## src/rtl/fifo_read_scheduler_if.sv

```systemverilog
// Handshake bundle between four channel FIFOs, the read scheduler and its consumer.
// The scheduler sits on the slave modport; the producer/consumer side uses master.
interface fifo_read_scheduler_if;
  logic [3:0] wen;
  logic       out_ready;
  logic [3:0] ren;
  logic [1:0] grant_id;
  logic       valid;
  logic [3:0] empty;
  logic [3:0] full;
  logic [3:0] ovf;

  modport master (
    output wen, out_ready,
    input  ren, grant_id, valid, empty, full, ovf
  );

  modport slave (
    input  wen, out_ready,
    output ren, grant_id, valid, empty, full, ovf
  );
endinterface

```

## src/rtl/fifo_read_scheduler.sv

```systemverilog
// Round-robin read scheduler over four FIFOs; ren is combinational, valid/grant_id follow one cycle later.
// out_ready low suppresses grants; define ARB_BURST_EN to allow up to BURST consecutive grants per channel.
module fifo_read_scheduler #(
  parameter int DEPTH = 8,
  parameter int BURST = 2
) (
  input  logic                 clk,
  input  logic                 rst_n,
  fifo_read_scheduler_if.slave bus
);

  localparam int OW = $clog2(DEPTH + 1);
  localparam logic [OW-1:0] DEPTH_L = OW'(DEPTH);
  localparam logic [OW-1:0] ONE_L   = OW'(1);

  if (BURST < 1 || BURST > 15) begin : g_bad_burst
    $error("fifo_read_scheduler: BURST must be within 1..15");
  end

  logic [OW-1:0] occ [4];
  logic [1:0]    ptr;
  logic [3:0]    elig;
  logic [3:0]    ren_c;
  logic [1:0]    gnt_idx;
  logic          gnt;
  logic [1:0]    cand;

  always_comb begin
    bus.empty = '0;
    bus.full  = '0;
    elig      = '0;
    for (int i = 0; i < 4; i++) begin
      bus.empty[i] = (occ[i] == '0);
      bus.full[i]  = (occ[i] == DEPTH_L);
      // A channel being written this cycle is skipped so read and write never collide.
      elig[i]      = rst_n && bus.out_ready && !bus.wen[i] && (occ[i] != '0);
    end
  end

  always_comb begin
    gnt     = 1'b0;
    gnt_idx = ptr;
    cand    = ptr;
    for (int k = 0; k < 4; k++) begin
      cand = ptr + 2'(k);
      if (!gnt && elig[cand]) begin
        gnt     = 1'b1;
        gnt_idx = cand;
      end
    end
    ren_c   = gnt ? (4'b0001 << gnt_idx) : 4'b0000;
    bus.ren = ren_c;
  end

`ifdef ARB_BURST_EN
  localparam logic [3:0] BURST_L = 4'(BURST);
  logic [3:0] burst_cnt;
  logic [3:0] cnt_next;

  // grant_id holds the previous holder, so it doubles as the burst owner tag.
  always_comb begin
    cnt_next = 4'd1;
    if (gnt_idx == bus.grant_id) cnt_next = burst_cnt + 4'd1;
  end
`endif

  always_ff @(posedge clk) begin
    if (!rst_n) begin
      for (int i = 0; i < 4; i++) occ[i] <= '0;
      ptr          <= 2'd0;
      bus.valid    <= 1'b0;
      bus.grant_id <= 2'd0;
      bus.ovf      <= 4'b0000;
`ifdef ARB_BURST_EN
      burst_cnt    <= 4'd0;
`endif
    end else begin
      for (int i = 0; i < 4; i++) begin
        if (bus.wen[i]) begin
          if (bus.full[i]) bus.ovf[i] <= 1'b1;
          else             occ[i]     <= occ[i] + ONE_L;
        end else if (ren_c[i]) begin
          occ[i] <= occ[i] - ONE_L;
        end
      end
      bus.valid <= gnt;
      if (gnt) begin
        bus.grant_id <= gnt_idx;
`ifdef ARB_BURST_EN
        if (cnt_next == BURST_L) begin
          ptr       <= gnt_idx + 2'd1;
          burst_cnt <= 4'd0;
        end else begin
          ptr       <= gnt_idx;
          burst_cnt <= cnt_next;
        end
`else
        ptr <= gnt_idx + 2'd1;
`endif
      end
    end
  end

endmodule

```

## src/flat_wrapper.sv

```systemverilog
// flat-port wrapper written by rule: the top's interface ports become plain ports
module fifo_read_scheduler_flat 
#(
  parameter int DEPTH = 8,
  parameter int BURST = 2
)
  (clk, rst_n, bus_wen, bus_out_ready, bus_ren, bus_grant_id, bus_valid, bus_empty, bus_full, bus_ovf);
  fifo_read_scheduler_if bus_i ();
  input  logic clk;
  input  logic rst_n;
  input wire logic [$bits(bus_i.wen)-1:0] bus_wen;
  input wire logic [$bits(bus_i.out_ready)-1:0] bus_out_ready;
  output wire logic [$bits(bus_i.ren)-1:0] bus_ren;
  output wire logic [$bits(bus_i.grant_id)-1:0] bus_grant_id;
  output wire logic [$bits(bus_i.valid)-1:0] bus_valid;
  output wire logic [$bits(bus_i.empty)-1:0] bus_empty;
  output wire logic [$bits(bus_i.full)-1:0] bus_full;
  output wire logic [$bits(bus_i.ovf)-1:0] bus_ovf;
  assign bus_i.wen = bus_wen;
  assign bus_i.out_ready = bus_out_ready;
  assign bus_ren = bus_i.ren;
  assign bus_grant_id = bus_i.grant_id;
  assign bus_valid = bus_i.valid;
  assign bus_empty = bus_i.empty;
  assign bus_full = bus_i.full;
  assign bus_ovf = bus_i.ovf;
  fifo_read_scheduler #(.DEPTH(DEPTH), .BURST(BURST)) u_core (.clk(clk), .rst_n(rst_n), .bus(bus_i));
endmodule
```

## config.mk

```make
export PLATFORM = sky130hd
export DESIGN_NAME = fifo_read_scheduler_flat
export DESIGN_NICKNAME = d
export VERILOG_FILES = /design/src/rtl/fifo_read_scheduler_if.sv /design/src/rtl/fifo_read_scheduler.sv /design/src/flat_wrapper.sv
export SDC_FILE = /design/constraint.sdc
export NUM_CORES = 1
export LEC_CHECK = 0
export ABC_AREA = 0
export CAP_MARGIN = 20
export CORE_ASPECT_RATIO = 2
export CORE_MARGIN = 4
export CORE_UTILIZATION = 40
export CTS_CLUSTER_SIZE = 28
export DETAILED_ROUTE_END_ITERATION = 6
export PLACE_DENSITY = 0.63
export SYNTH_ARGS = -nofsm -noshare
export SYNTH_HDL_FRONTEND = slang
export SYNTH_SLANG_ARGS = --single-unit
```

## constraint.sdc

```tcl
create_clock -name clk -period 3.5 [get_ports clk]
set_clock_uncertainty 0.1 [all_clocks]
set_input_delay 0.7 -clock clk [delete_from_list [all_inputs] [get_ports clk]]
set_output_delay 0.7 -clock clk [all_outputs]
set_load 0.01 [all_outputs]
```

* Yosys cells after proc, flatten, opt, wreduce, memory -nomap -nowiden
Memories as Yosys holds them, arrays and structs flattened.
Index checks and enable logic that the tools add are counted.
** Operators by class
- Add/sub/neg operators :: 12
- Magnitude comparators :: 4
- Eq/ne operators :: 4
- Shift operators :: 1
- Multiplexer cells :: 57
- Bitwise gates (word level) :: 8
- Reduce and logical (&&, ||, !) cells :: 31
** Operators by type and width (count)
- $mux 1 :: 41
- $mux 4 :: 9
- $add 4x1->4 const B :: 4
- $eq 4x4->1 const B :: 4
- $logic_not 4->1 :: 4
- $reduce_bool 4->1 :: 4
- $sub 4x1->4 const B :: 4
- $logic_and 1x1->1 :: 12
- $lt 2x3->1 const B :: 4
- $bmux 1 s2 :: 4
- $or 1x1->1 :: 8
- $reduce_and 2->1 :: 4
- $logic_not 1->1 :: 7
- $mux 2 :: 3
- $add 2x1->2 const B :: 2
- $add 2x2->2 const B :: 2
- $shl 1x2->4 const A :: 1
** Storage, ports and cells
- Flip-flop bits (word level) :: 9
- Memory bits (writable) :: 16
- Bits of input ports :: 7
- Output and inout port bits :: 19
- Logic and storage cells :: 125
- Memories :: 1
** Memories
- u_core.occ :: depth 4, width 4, read ports 4, clocked after Yosys merged registers in 0, write ports 4, line fifo_read_scheduler.sv:20 : logic [OW-1:0] occ [4];

* Longest topological paths before layout
Gate-level depths: netlist of run 1.
- Depth in word-level cells :: 22
- Mapped depth :: 17
- Gate-level depth less buffers :: 17

* Worst setup path after synthesis of run 1
No wires, ideal clock.
- Kind :: flip-flop to flip-flop
- From :: memory u_core.occ[3][0] (netlist name)
- To :: memory u_core.occ[1][3] (netlist name) (data pin)
- Setup time :: 0.259 ns
- Data arrival time :: 3.137 ns
- Data required time :: 3.141 ns
- Setup slack :: 0.003 ns
- Stages on the path, launching flop included :: 17
- Path buffers :: 0
- Clock period less this slack :: 3.497 ns
- Cells stage by stage :: edfxtp_1 > inv_1 > ha_1 > or3b_4 > inv_2 > o32a_1 > a2111oi_2 > a211oi_2 > inv_1 > ha_1 > nand3_1 > inv_1 > ha_1 > a21o_1 > a21oi_1 > xnor2_1 > o21ai_1
** RTL lines (line)
- start: declaration :: fifo_read_scheduler.sv:20

==> out/metrics.csv, run 1 <==
stage,metric,value,unit
power_and_ir_drop,Comb power frac,46.1,%
grt,first-pass GRT wire length,7000,microns
timing,RSZ-0062 raised after global routing,true,
clocking,hold buffers post-CTS,0,
worst_setup_path,required time of the worst setup path,2700,ps
synthesis,sequential element share of the synthesized area,37.4,%
die,Initial Utilization,41.1,%
synthesis,Yosys reg bits,25,
synthesis,Synth top area share,27.2,%
routing,Post-DRT Antenna Nets,0,
power_and_ir_drop,pwr/cell area,414,nW/um^2
place,dpl hpwl,3370,microns
clocking,CTS clock-pin slew for the worst setup and hold paths,90,ps
routing,average wire per standard cell,13.7,microns
synthesis,synthesized area per cell,9.70,sq um
power_and_ir_drop,sequential power share,37.0,%
synthesis,ys async rst share,0,%
routing,drt via density,5.10,
place,dpl cells,299,
routing,Initial DRC Count,18,
die,Die Wd,55.0,microns
timing,Max Freq,284,MHz
synthesis,Main synth FF type,edfxtp_1,
timing,final setup margin,-21.9,ps
layout,"commonest non-fill, non-tap cell in the layout",buf_4,
outcome,status,"finished, violations left",
layout,layout cell share with drive strength beyond 1,33.9,%
synthesis,Mapped Nets,204,
grt,initial antenna violation count,0,
power_and_ir_drop,worst vdd ir,0.240,mV
grt,Overflow after GRT,0,
layout,Final nets,277,
die,Die Area,5600,sq um
layout,FF/Latch Area,661,sq um
worst_hold_path,worst hold start,u_core.bus.grant_id[1]$_SDFFE_PN0N_,
grt,vias in the first global route,1647,
routing,Pre-antenna DRT Iters,4,
timing,final period utilization,101,%
layout,Layout area overhead,45.6,%
worst_hold_path,hold depth,2,
clocking,clock sink total,25,
timing,headroom to the max-slew limit,57.9,%
clocking,CTS tree,done,
die,Die H,102,microns
worst_setup_path,Critical R2R Launch,u_core.occ[3][1]$_DFFE_PP_,
run,max cap viols,0,
worst_setup_path,critical path arrival,2720,ps
timing,WHS,363,ps
clocking,Max H-tree Level,1,
timing,Slew @ Worst Pin,625,ps
layout,fillcell total,379,
routing,Final Routed Wirelength,4210,microns
die,core area,4300,sq um
power_and_ir_drop,clock share of power,17.0,%
grt,largest net degree at the start of global routing,16,
power_and_ir_drop,Internal Power,0.697,mW
synthesis,Syn Inst Count,182,
place,I/O Buffers,25,
worst_setup_path,r2r setup slk,40,ps
die,I/O Pins,26,
worst_setup_path,crit path capture type,primary output,
clocking,root buf cell,clkbuf_8,
synthesis,"top cells by area, synth","edfxtp_1, dfxtp_1, ha_1, inv_1, a31oi_4",
grt,gr usage total,16.6,%
timing,Final setup viols,1,
die,num rows,34,
power_and_ir_drop,NetSw,0.367,mW
layout,area of the multi-input gates,1110,sq um
worst_hold_path,WHS Endpoint,u_core.bus.grant_id[1]$_SDFFE_PN0N_,
worst_setup_path,crit path max fanout,4,
clocking,cts bufs inserted,3,
synthesis,Synth area leader,edfxtp_1,
clocking,"Clk Latency, worst-skew pair",270,ps
clocking,CTS Buffer Depth,2,
worst_setup_path,Startpoint Class,flip-flop,
worst_setup_path,worst setup path class,flip-flop to primary output,
synthesis,Yosys warnings,0,
power_and_ir_drop,Sw Ratio,34.5,%
layout,fin util,59.8,%
timing,post-route minimum period,3520,ps
worst_setup_path,R2R depth,17,
layout,antenna diode count,0,
worst_hold_path,Tightest Hold Check Type,flip-flop to flip-flop,
outcome,failing checks,negative setup slack,
place,gpl congestion,0.856,
power_and_ir_drop,Leakage,1.14,nW
routing,Via Count,1571,
routing,DRC viols,0,
synthesis,"EDFF count, synth",16,
layout,"commonest cells after routing, fill and taps aside","buf_4, clkdlybuf4s50_1, edfxtp_1",
synthesis,"Distinct cells, synth",49,
timing,"Slew Viols, Final",0,
layout,Finished Layout Cells,308,
timing,Final Hold Fails,0,
worst_setup_path,end of the worst register-to-register path,u_core.occ[2][3]$_SDFFCE_PN0P_,
synthesis,Post-Syn Area,1770,sq um
==> power groups by stage <==
stage / Sequential, mW / Clock, mW / Combinational, mW
2_1_floorplan: 0.400 / 0 / 0.224
3_3_place_gp: 0.399 / 0 / 0.428
3_5_place_dp: 0.399 / 0 / 0.432
4_1_cts: 0.394 / 0.186 / 0.473
5_1_grt: 0.399 / 0.201 / 0.539
6_report: 0.393 / 0.180 / 0.490
==> critical path, stage by stage (launching register included) <==
cell           delay [ps]
edfxtp_1              410
inv_2                  90
ha_4                  140
or3b_4                420
inv_4                  70
o32a_1                180
a2111oi_4              80
a211oi_2              280
inv_1                 160
ha_4                  200
and2_1                130
dlygate4sd2_1         280
==> cells in the mapped netlist (all sizes together), types with 2 or more instances <==
cell type	n
nand2	12
and3	4
a31oi	3
o21a	3
nand3	6
a21o	3
buf	3
a21oi	10
edfxtp	16
xor2	4
inv	20
and2	6
ha	12
nor4	3
nand3b	2
nor3	5
dfxtp	9
o21ai	9
nor2	16
mux2i	2
fa	3
o22ai	3
xnor2	6
clkbuf	2
a211oi	2
or2	2
==> worst max path at each step <==
stage                          startpoint                        endpoint  slack, ps  cells past startpoint
2_1_floorplan  u_core.occ[3][0]$_DFFE_PP_  u_core.occ[1][3]$_SDFFCE_PN0P_          3                     16
3_3_place_gp                        rst_n                      bus_ren[1]       -520                      9
3_5_place_dp                        rst_n                      bus_ren[1]       -530                      9
4_1_cts                        bus_wen[2]                      bus_ren[1]         -5                      9
5_1_grt        u_core.occ[3][1]$_DFFE_PP_  u_core.occ[2][3]$_SDFFCE_PN0P_       -110                     17
6_report       u_core.occ[3][1]$_DFFE_PP_                      bus_ren[1]        -20                     11
==> flip-flops by register name, indices dropped and copies added (netlist names) <==
name / flops
u_core.bus.grant_id: 2
u_core.bus.ovf: 4
u_core.bus.valid: 1
u_core.occ: 16
u_core.ptr: 2
==> cells by family after synthesis <==
kind of cell | Yosys count | synth area share, %
simple gates | 61 | 18.8
compound gates | 44 | 19.9
buf+inv | 25 | 5.88
flops | 25 | 37.4
fa+ha+maj | 15 | 11.9
xor+xnor | 10 | 4.96
mux | 2 | 1.13
==> per-stage QoR <==
stage / area [sq um] / worst slack [ps] / total power [mW] / setup TNS, ps
global route: 2570 / -106 / 1.14 / -391
CTS: 2520 / -4.78 / 1.05 / -4.78
detailed placement: 2390 / -534 / 0.831 / -5010
global placement: 2390 / -516 / 0.826 / -4520
floorplan: 1770 / 3.23 / 0.625 / 0
finish: 2570 / -21.9 / 1.06 / -21.9
==> cell type report <==
cell class / count / share of cell area (%)
clock buffers: 3 / 1.61
flip-flops and latches: 25 / 25.7
well taps: 54 / 2.63
multi-input cells: 132 / 43.1
inverters: 20 / 3.02
repair buffers: 73 / 23.7
clock inverters: 1 / 0.292
==> per-layer routing <==
metal | vias to the layer above | share of wire, % | global-route usage [%]
met5 | - | 0 | 0
met4 | 0 | 2.7 | 6.18
met2 | 28 | 58 | 32.3
met3 | 12 | 2.5 | 1.90
li1 | 794 | - | -
met1 | 737 | 37 | 16.8
==> repair_timing <==
item | 4_1_cts | 5_1_grt
setup buffers | 4 | 1
pin swaps | 8 | 5
resized for setup | 24 | 16
setup endpoints to repair | 8 | 8
(Power assumes the default switching activity.)
==> run 2: changes to the inputs <==
--- a/config.mk
+++ b/config.mk
@@ -9,10 +9,10 @@
 export CAP_MARGIN = 20
 export CORE_ASPECT_RATIO = 2
 export CORE_MARGIN = 4
-export CORE_UTILIZATION = 40
+export CORE_UTILIZATION = 49
 export CTS_CLUSTER_SIZE = 28
 export DETAILED_ROUTE_END_ITERATION = 6
-export PLACE_DENSITY = 0.63
+export PLACE_DENSITY = 0.75
 export SYNTH_ARGS = -nofsm -noshare
 export SYNTH_HDL_FRONTEND = slang
 export SYNTH_SLANG_ARGS = --single-unit
==> run 2 against run 1 <==
  * The run still ends with negative setup slack left
  * Worst hold slack lost 2.0 ps
  * Global-route usage up 5.0 points
  * Combinational power rose by 20%
  * First-iteration DRC count grew to 3.6 times the previous value
  * Core utilization is 22 points higher
  * Critical path type unchanged
  * Die area fell by 16%
  * Sequential cell count unchanged
  * Count of clock-buffer cells in the layout grew 1
  * Worst setup slack worse by 3.5 ps
  * Maximum frequency is 0.10% lower
  * Cell area increased by 9.2%
  * Critical path depth grew 1
==> out/metrics.csv, run 2 (synthesis gave the netlist of run 1 again) <==
stage,metric,value,unit
worst_setup_path,r2r setup slk,0,ps
place,DP Area,2380,sq um
layout,"commonest cells after routing, fill and taps aside","buf_4, nor2_1, clkdlybuf4s50_1, edfxtp_1, inv_1",
clocking,CTS Buffer Depth,2,
worst_setup_path,Worst Setup SP,u_core.occ[3][1]$_DFFE_PP_,
timing,Setup TNS,-26.5,ps
clocking,CTS tree,done,
routing,average wire per standard cell,17.4,microns
layout,antenna diode count,0,
worst_setup_path,worst setup path endpoint,bus_ren[1],
layout,Finished Layout Cells,314,
grt,initial antenna violation count,0,
grt,gr usage total,21.7,%
routing,Post-DRT Antenna Nets,0,
clocking,clock sink total,25,
layout,post-route cell area,2810,sq um
power_and_ir_drop,worst vdd ir,0.370,mV
worst_setup_path,crit path max fanout,4,
clocking,root buf cell,clkbuf_8,
clocking,"Clk Latency, worst-skew pair",270,ps
timing,post-route minimum period,3530,ps
worst_setup_path,Startpoint Class,flip-flop,
power_and_ir_drop,Leakage,1.22,nW
place,dpl hpwl,3490,microns
timing,headroom to the max-slew limit,70.7,%
worst_setup_path,R2R depth,18,
power_and_ir_drop,Pwr Total,1.17,mW
worst_setup_path,Buffers & Inverters on Critical Path,5,
routing,Pre-antenna DRT Iters,5,
outcome,failing checks,negative setup slack,
grt,first-pass GRT wire length,8020,microns
timing,Max Freq,284,MHz
worst_setup_path,crit-path cells,"inv_2, ha_4, or3b_4, inv_2, o32a_1, a2111oi_4, a211oi_2, inv_1, buf_6, ha_4, and2_4, buf_6",
die,num rows,30,
layout,"commonest non-fill, non-tap cell in the layout",buf_4,
worst_setup_path,crit path capture type,primary output,
run,max cap viols,0,
routing,Via Count,1809,
worst_setup_path,kind of cell adding the most delay to the critical path,compound AO/OA/AOI/OAI gates,
timing,final period utilization,101,%
place,dpl cells,294,
clocking,cts bufs inserted,3,
worst_setup_path,required time of the worst setup path,2700,ps
worst_setup_path,Worst path depth,12,
routing,Final Routed Wirelength,5480,microns
die,Initial Utilization,51.7,%
worst_setup_path,end of the worst register-to-register path,u_core.occ[1][3]$_SDFFCE_PN0P_,
routing,DRC viols,0,
worst_hold_path,Tightest Hold Check Type,flip-flop to flip-flop,
outcome,status,"finished, violations left",
worst_setup_path,worst setup path class,flip-flop to primary output,
clocking,Max H-tree Level,1,
clocking,CTS clock-pin slew for the worst setup and hold paths,90,ps
layout,layout cell share with drive strength beyond 1,42.9,%
timing,"Slew Viols, Final",0,
grt,vias in the first global route,1887,
worst_setup_path,Critical R2R Launch,u_core.occ[3][1]$_DFFE_PP_,
layout,Largest Register,u_core.occ,
timing,Final Hold Fails,0,
worst_setup_path,critical path arrival,2730,ps
place,I/O Buffers,25,
routing,drt via density,5.76,
timing,Final setup viols,2,
layout,biggest regs,"u_core.occ: 16 flops, u_core.bus.ovf: 4 flops",
power_and_ir_drop,pwr/cell area,416,nW/um^2
layout,Final nets,289,
place,DP Worst Slack,-554,ps
place,gpl congestion,0.873,
layout,Layout area overhead,58.9,%
die,Die Area,4690,sq um
die,core area,3420,sq um
die,Die H,92.9,microns
worst_setup_path,crit-path max cell delay,430,ps
layout,max reg flops,16,
timing,final setup margin,-25.4,ps
clocking,hold buffers post-CTS,0,
grt,Overflow after GRT,0,
die,I/O Pins,26,
worst_setup_path,"Slowest-stage cell, CP",or3b_4,
timing,RSZ-0062 raised after global routing,true,
grt,largest net degree at the start of global routing,14,
die,Die Wd,50.4,microns
timing,Slew @ Worst Pin,435,ps
routing,Initial DRC Count,65,
==> run 2: changes by cell type in the layout (fill, tap and decap cells not counted), sizes merged <==
cell | previous run | this run
buf | 48 | 63
clkdlybuf4s15 | 1 | 0
clkinvlp | 1 | 0
clkdlybuf4s50 | 17 | 16
==> run 2: worst min-delay path by stage <==
stage | startpoint | to | cells after the start
3_3_place_gp | u_core.bus.grant_id[1]$_SDFFE_PN0N_ | u_core.bus.grant_id[1]$_SDFFE_PN0N_ | 2
4_1_cts | u_core.bus.grant_id[1]$_SDFFE_PN0N_ | u_core.bus.grant_id[1]$_SDFFE_PN0N_ | 2
2_1_floorplan | u_core.bus.grant_id[1]$_SDFFE_PN0N_ | u_core.bus.grant_id[1]$_SDFFE_PN0N_ | 2
5_1_grt | u_core.bus.grant_id[1]$_SDFFE_PN0N_ | u_core.bus.grant_id[1]$_SDFFE_PN0N_ | 2
3_5_place_dp | u_core.bus.grant_id[1]$_SDFFE_PN0N_ | u_core.bus.grant_id[1]$_SDFFE_PN0N_ | 2
6_report | u_core.bus.grant_id[1]$_SDFFE_PN0N_ | u_core.bus.grant_id[1]$_SDFFE_PN0N_ | 2
==> run 2: final cells by class <==
cell class	count	area, sq um
Clock buffer	4	45.0
Fill cell	191	611
Inverter	20	80.1
Multi-Input combinational cell	132	1250
Sequential cell	25	661
Tap cell	48	60.1
Timing Repair Buffer	85	713
==> run 2: report_power, final <==
part	total [mW]	switching, mW	internal (mW)
Sequential	0.401	0.0442	0.357
Clock	0.178	0.0967	0.0816
Combinational	0.586	0.276	0.310
Total	1.17	0.417	0.749
==> run 2: worst register-to-register path, delay by kind of cell, from the launching register on <==
kind	cells	cell delay, ps
compound gates	6	1030
flops	1	420
simple gates	3	580
fa+ha+maj	3	530
buf+inv	5	500
xor+xnor	1	110
==> run 2: repair_timing <==
action                                  in CTS  in global routing
endpoints found under the setup margin      11                 10
gates resized for setup                     33                 43
buffers inserted                            12                  7
gates cloned                                 0                  0
pin swaps                                   11                 17
==> run 2: per-layer routing <==
| metal | GRT usage (%) | routed length, microns |
|---|---|---|
| met5 | 0 | 0 |
| met1 | 22.1 | 1840 |
| met3 | 2.42 | 266 |
| met2 | 42.0 | 3130 |
| met4 | 9.44 | 237 |
==> run 2: through the flow <==
stage | hold WS (ps) | utilization (%)
after global placement | 344 | 69.6
final | 361 | 82.1
after CTS | 369 | 75.0
after detailed placement | 353 | 69.6
after floorplan | 379 | -
after global routing | 381 | 82.1
==> run 3: changes to the inputs <==
--- a/config.mk
+++ b/config.mk
@@ -8,7 +8,7 @@
 export ABC_AREA = 0
 export CAP_MARGIN = 20
 export CORE_ASPECT_RATIO = 2
-export CORE_MARGIN = 4
+export CORE_MARGIN = 3
 export CORE_UTILIZATION = 49
 export CTS_CLUSTER_SIZE = 28
 export DETAILED_ROUTE_END_ITERATION = 6
==> run 3 against run 2 <==
  * The flow now finishes without violations
  * Critical endpoint unchanged
  * Core utilization shrank 3.9 points
  * Non-clock buffer count fell by 8
  * Wire length fell by 11%
  * Register-to-register slack better by 50 ps
  * First-iteration DRC count decreased by 58%
  * Maximum frequency grew 1.2%
  * Cell area decreased by 4.7%
==> out/metrics.csv, run 3 (synthesis gave the netlist of run 1 again) <==
stage,metric,value,unit
routing,Via Count,1666,
layout,fin util,78.2,%
outcome,status,"finished, final reports clean",
worst_setup_path,"Slowest-stage cell, CP",or3b_4,
worst_setup_path,kind of cell adding the most delay to the critical path,buffers and inverters,
timing,final period utilization,99.6,%
layout,antenna diode count,0,
worst_setup_path,required time of the worst setup path,2700,ps
timing,"Slew Viols, Final",0,
die,I/O Pins,26,
worst_setup_path,Buffers & Inverters on Critical Path,6,
die,num rows,30,
layout,fillcell total,212,
worst_setup_path,Startpoint Class,flip-flop,
layout,max reg flops,16,
clocking,Max H-tree Level,1,
worst_setup_path,crit-path cells,"inv_1, ha_2, or3b_4, inv_2, o32a_1, a2111oi_4, a211oi_2, buf_4, inv_4, buf_6, ha_4, and2_4, buf_6",
die,Initial Utilization,51.7,%
timing,Final Hold Fails,0,
power_and_ir_drop,sequential power share,36.0,%
power_and_ir_drop,Sw Ratio,35.6,%
worst_setup_path,crit-path most repeated cell,buf_6,
clocking,CTS clock-pin slew for the worst setup and hold paths,90,ps
routing,average wire per standard cell,15.9,microns
grt,Overflow after GRT,0,
die,core area,3420,sq um
timing,RSZ-0062 raised after global routing,true,
clocking,hold buffers post-CTS,0,
die,Die H,90.9,microns
power_and_ir_drop,NetSw,0.397,mW
power_and_ir_drop,Leakage,1.18,nW
timing,post-route minimum period,3480,ps
power_and_ir_drop,worst vdd ir,0.300,mV
place,dpl cells,291,
power_and_ir_drop,clock share of power,16.0,%
power_and_ir_drop,Comb power frac,48.1,%
timing,Slew @ Worst Pin,627,ps
worst_setup_path,crit-path max cell delay,420,ps
place,dpl hpwl,3490,microns
timing,Final setup viols,0,
timing,headroom to the max-slew limit,57.7,%
clocking,"Clk Latency, worst-skew pair",280,ps
power_and_ir_drop,pwr/cell area,418,nW/um^2
layout,Layout area overhead,51.4,%
routing,Final Routed Wirelength,4870,microns
clocking,cts bufs inserted,3,
clocking,clock sink total,25,
worst_hold_path,Tightest Hold Check Type,flip-flop to flip-flop,
layout,Final nets,281,
die,Die Area,4400,sq um
layout,Largest Register,u_core.occ,
layout,"commonest cells after routing, fill and taps aside","buf_4, nor2_1, edfxtp_1",
routing,drt via density,5.44,
routing,Initial DRC Count,27,
grt,initial antenna violation count,0,
run,max cap viols,0,
timing,Max Freq,287,MHz
routing,DRC viols,0,
power_and_ir_drop,Pwr Total,1.12,mW
power_and_ir_drop,Internal Power,0.719,mW
grt,first-pass GRT wire length,7660,microns
routing,Post-DRT Antenna Nets,0,
clocking,CTS Buffer Depth,2,
die,Die Wd,48.4,microns
routing,Pre-antenna DRT Iters,4,
layout,layout cell share with drive strength beyond 1,39.5,%
layout,Finished Layout Cells,306,
place,gpl congestion,0.878,
worst_setup_path,crit path max fanout,5,
timing,WHS,378,ps
grt,gr usage total,22.0,%
grt,vias in the first global route,1658,
worst_setup_path,worst setup path class,flip-flop to primary output,
layout,biggest regs,"u_core.occ: 16 flops, u_core.bus.ovf: 4 flops",
worst_setup_path,critical path arrival,2680,ps
layout,"commonest non-fill, non-tap cell in the layout",buf_4,
clocking,root buf cell,clkbuf_8,
clocking,CTS tree,done,
place,I/O Buffers,25,
worst_setup_path,crit path capture type,primary output,
worst_setup_path,r2r setup slk,50,ps
grt,largest net degree at the start of global routing,17,
==> run 3: area by class of cell <==
type	instances	area [sq um]	area share, %
Inverter	20	80.1	3.00
Clock buffer	3	41.3	1.54
Timing Repair Buffer	77	641	24.0
Tap cell	48	60.1	2.25
Clock inverter	1	5.00	0.187
Multi-Input combinational cell	132	1180	44.3
Sequential cell	25	661	24.7
==> run 3: power by group through the flow <==
stage / clock (mW) / sequential (mW) / combinational, mW
2_1_floorplan: 0 / 0.400 / 0.224
3_3_place_gp: 0 / 0.399 / 0.409
3_5_place_dp: 0 / 0.402 / 0.423
4_1_cts: 0.183 / 0.397 / 0.478
5_1_grt: 0.194 / 0.407 / 0.575
6_report: 0.178 / 0.401 / 0.536
==> run 3: worst paths after layout <==
path / endpoint / cells after the start / startpoint
min: u_core.bus.ovf[2]$_SDFFE_PN0P_ / 1 / u_core.bus.ovf[2]$_SDFFE_PN0P_
max: bus_ren[1] / 13 / u_core.occ[3][1]$_DFFE_PP_
max reg2reg: u_core.occ[0][3]$_SDFFCE_PN0P_ / 14 / u_core.occ[0][1]$_SDFFCE_PN0P_
min reg2reg: u_core.bus.ovf[2]$_SDFFE_PN0P_ / 1 / u_core.bus.ovf[2]$_SDFFE_PN0P_
==> run 3: per-layer routing <==
layer  vias to the layer above  global-route usage, %  share of wire (%)
li1                        805                      -                  -
met1                       807                   23.1                 37
met2                        43                   42.9                 57
met3                        11                   2.15                2.9
met4                         0                   9.50                2.7
met5                         -                      0                  0
==> run 3: timing repair <==
item | CTS | global route
pin swaps | 7 | 16
gates resized for setup | 30 | 36
buffers inserted | 8 | 3
endpoints found under the setup margin | 8 | 9
==> run 3: metrics by stage <==
step	setup TNS (ps)	worst slack, ps	area, sq um
3_3_place_gp	-3540	-436	2350
5_1_grt	-424	-123	2670
2_1_floorplan	0	3.23	1770
3_5_place_dp	-4910	-479	2350
6_report	0	15.5	2670
4_1_cts	0	8.80	2510
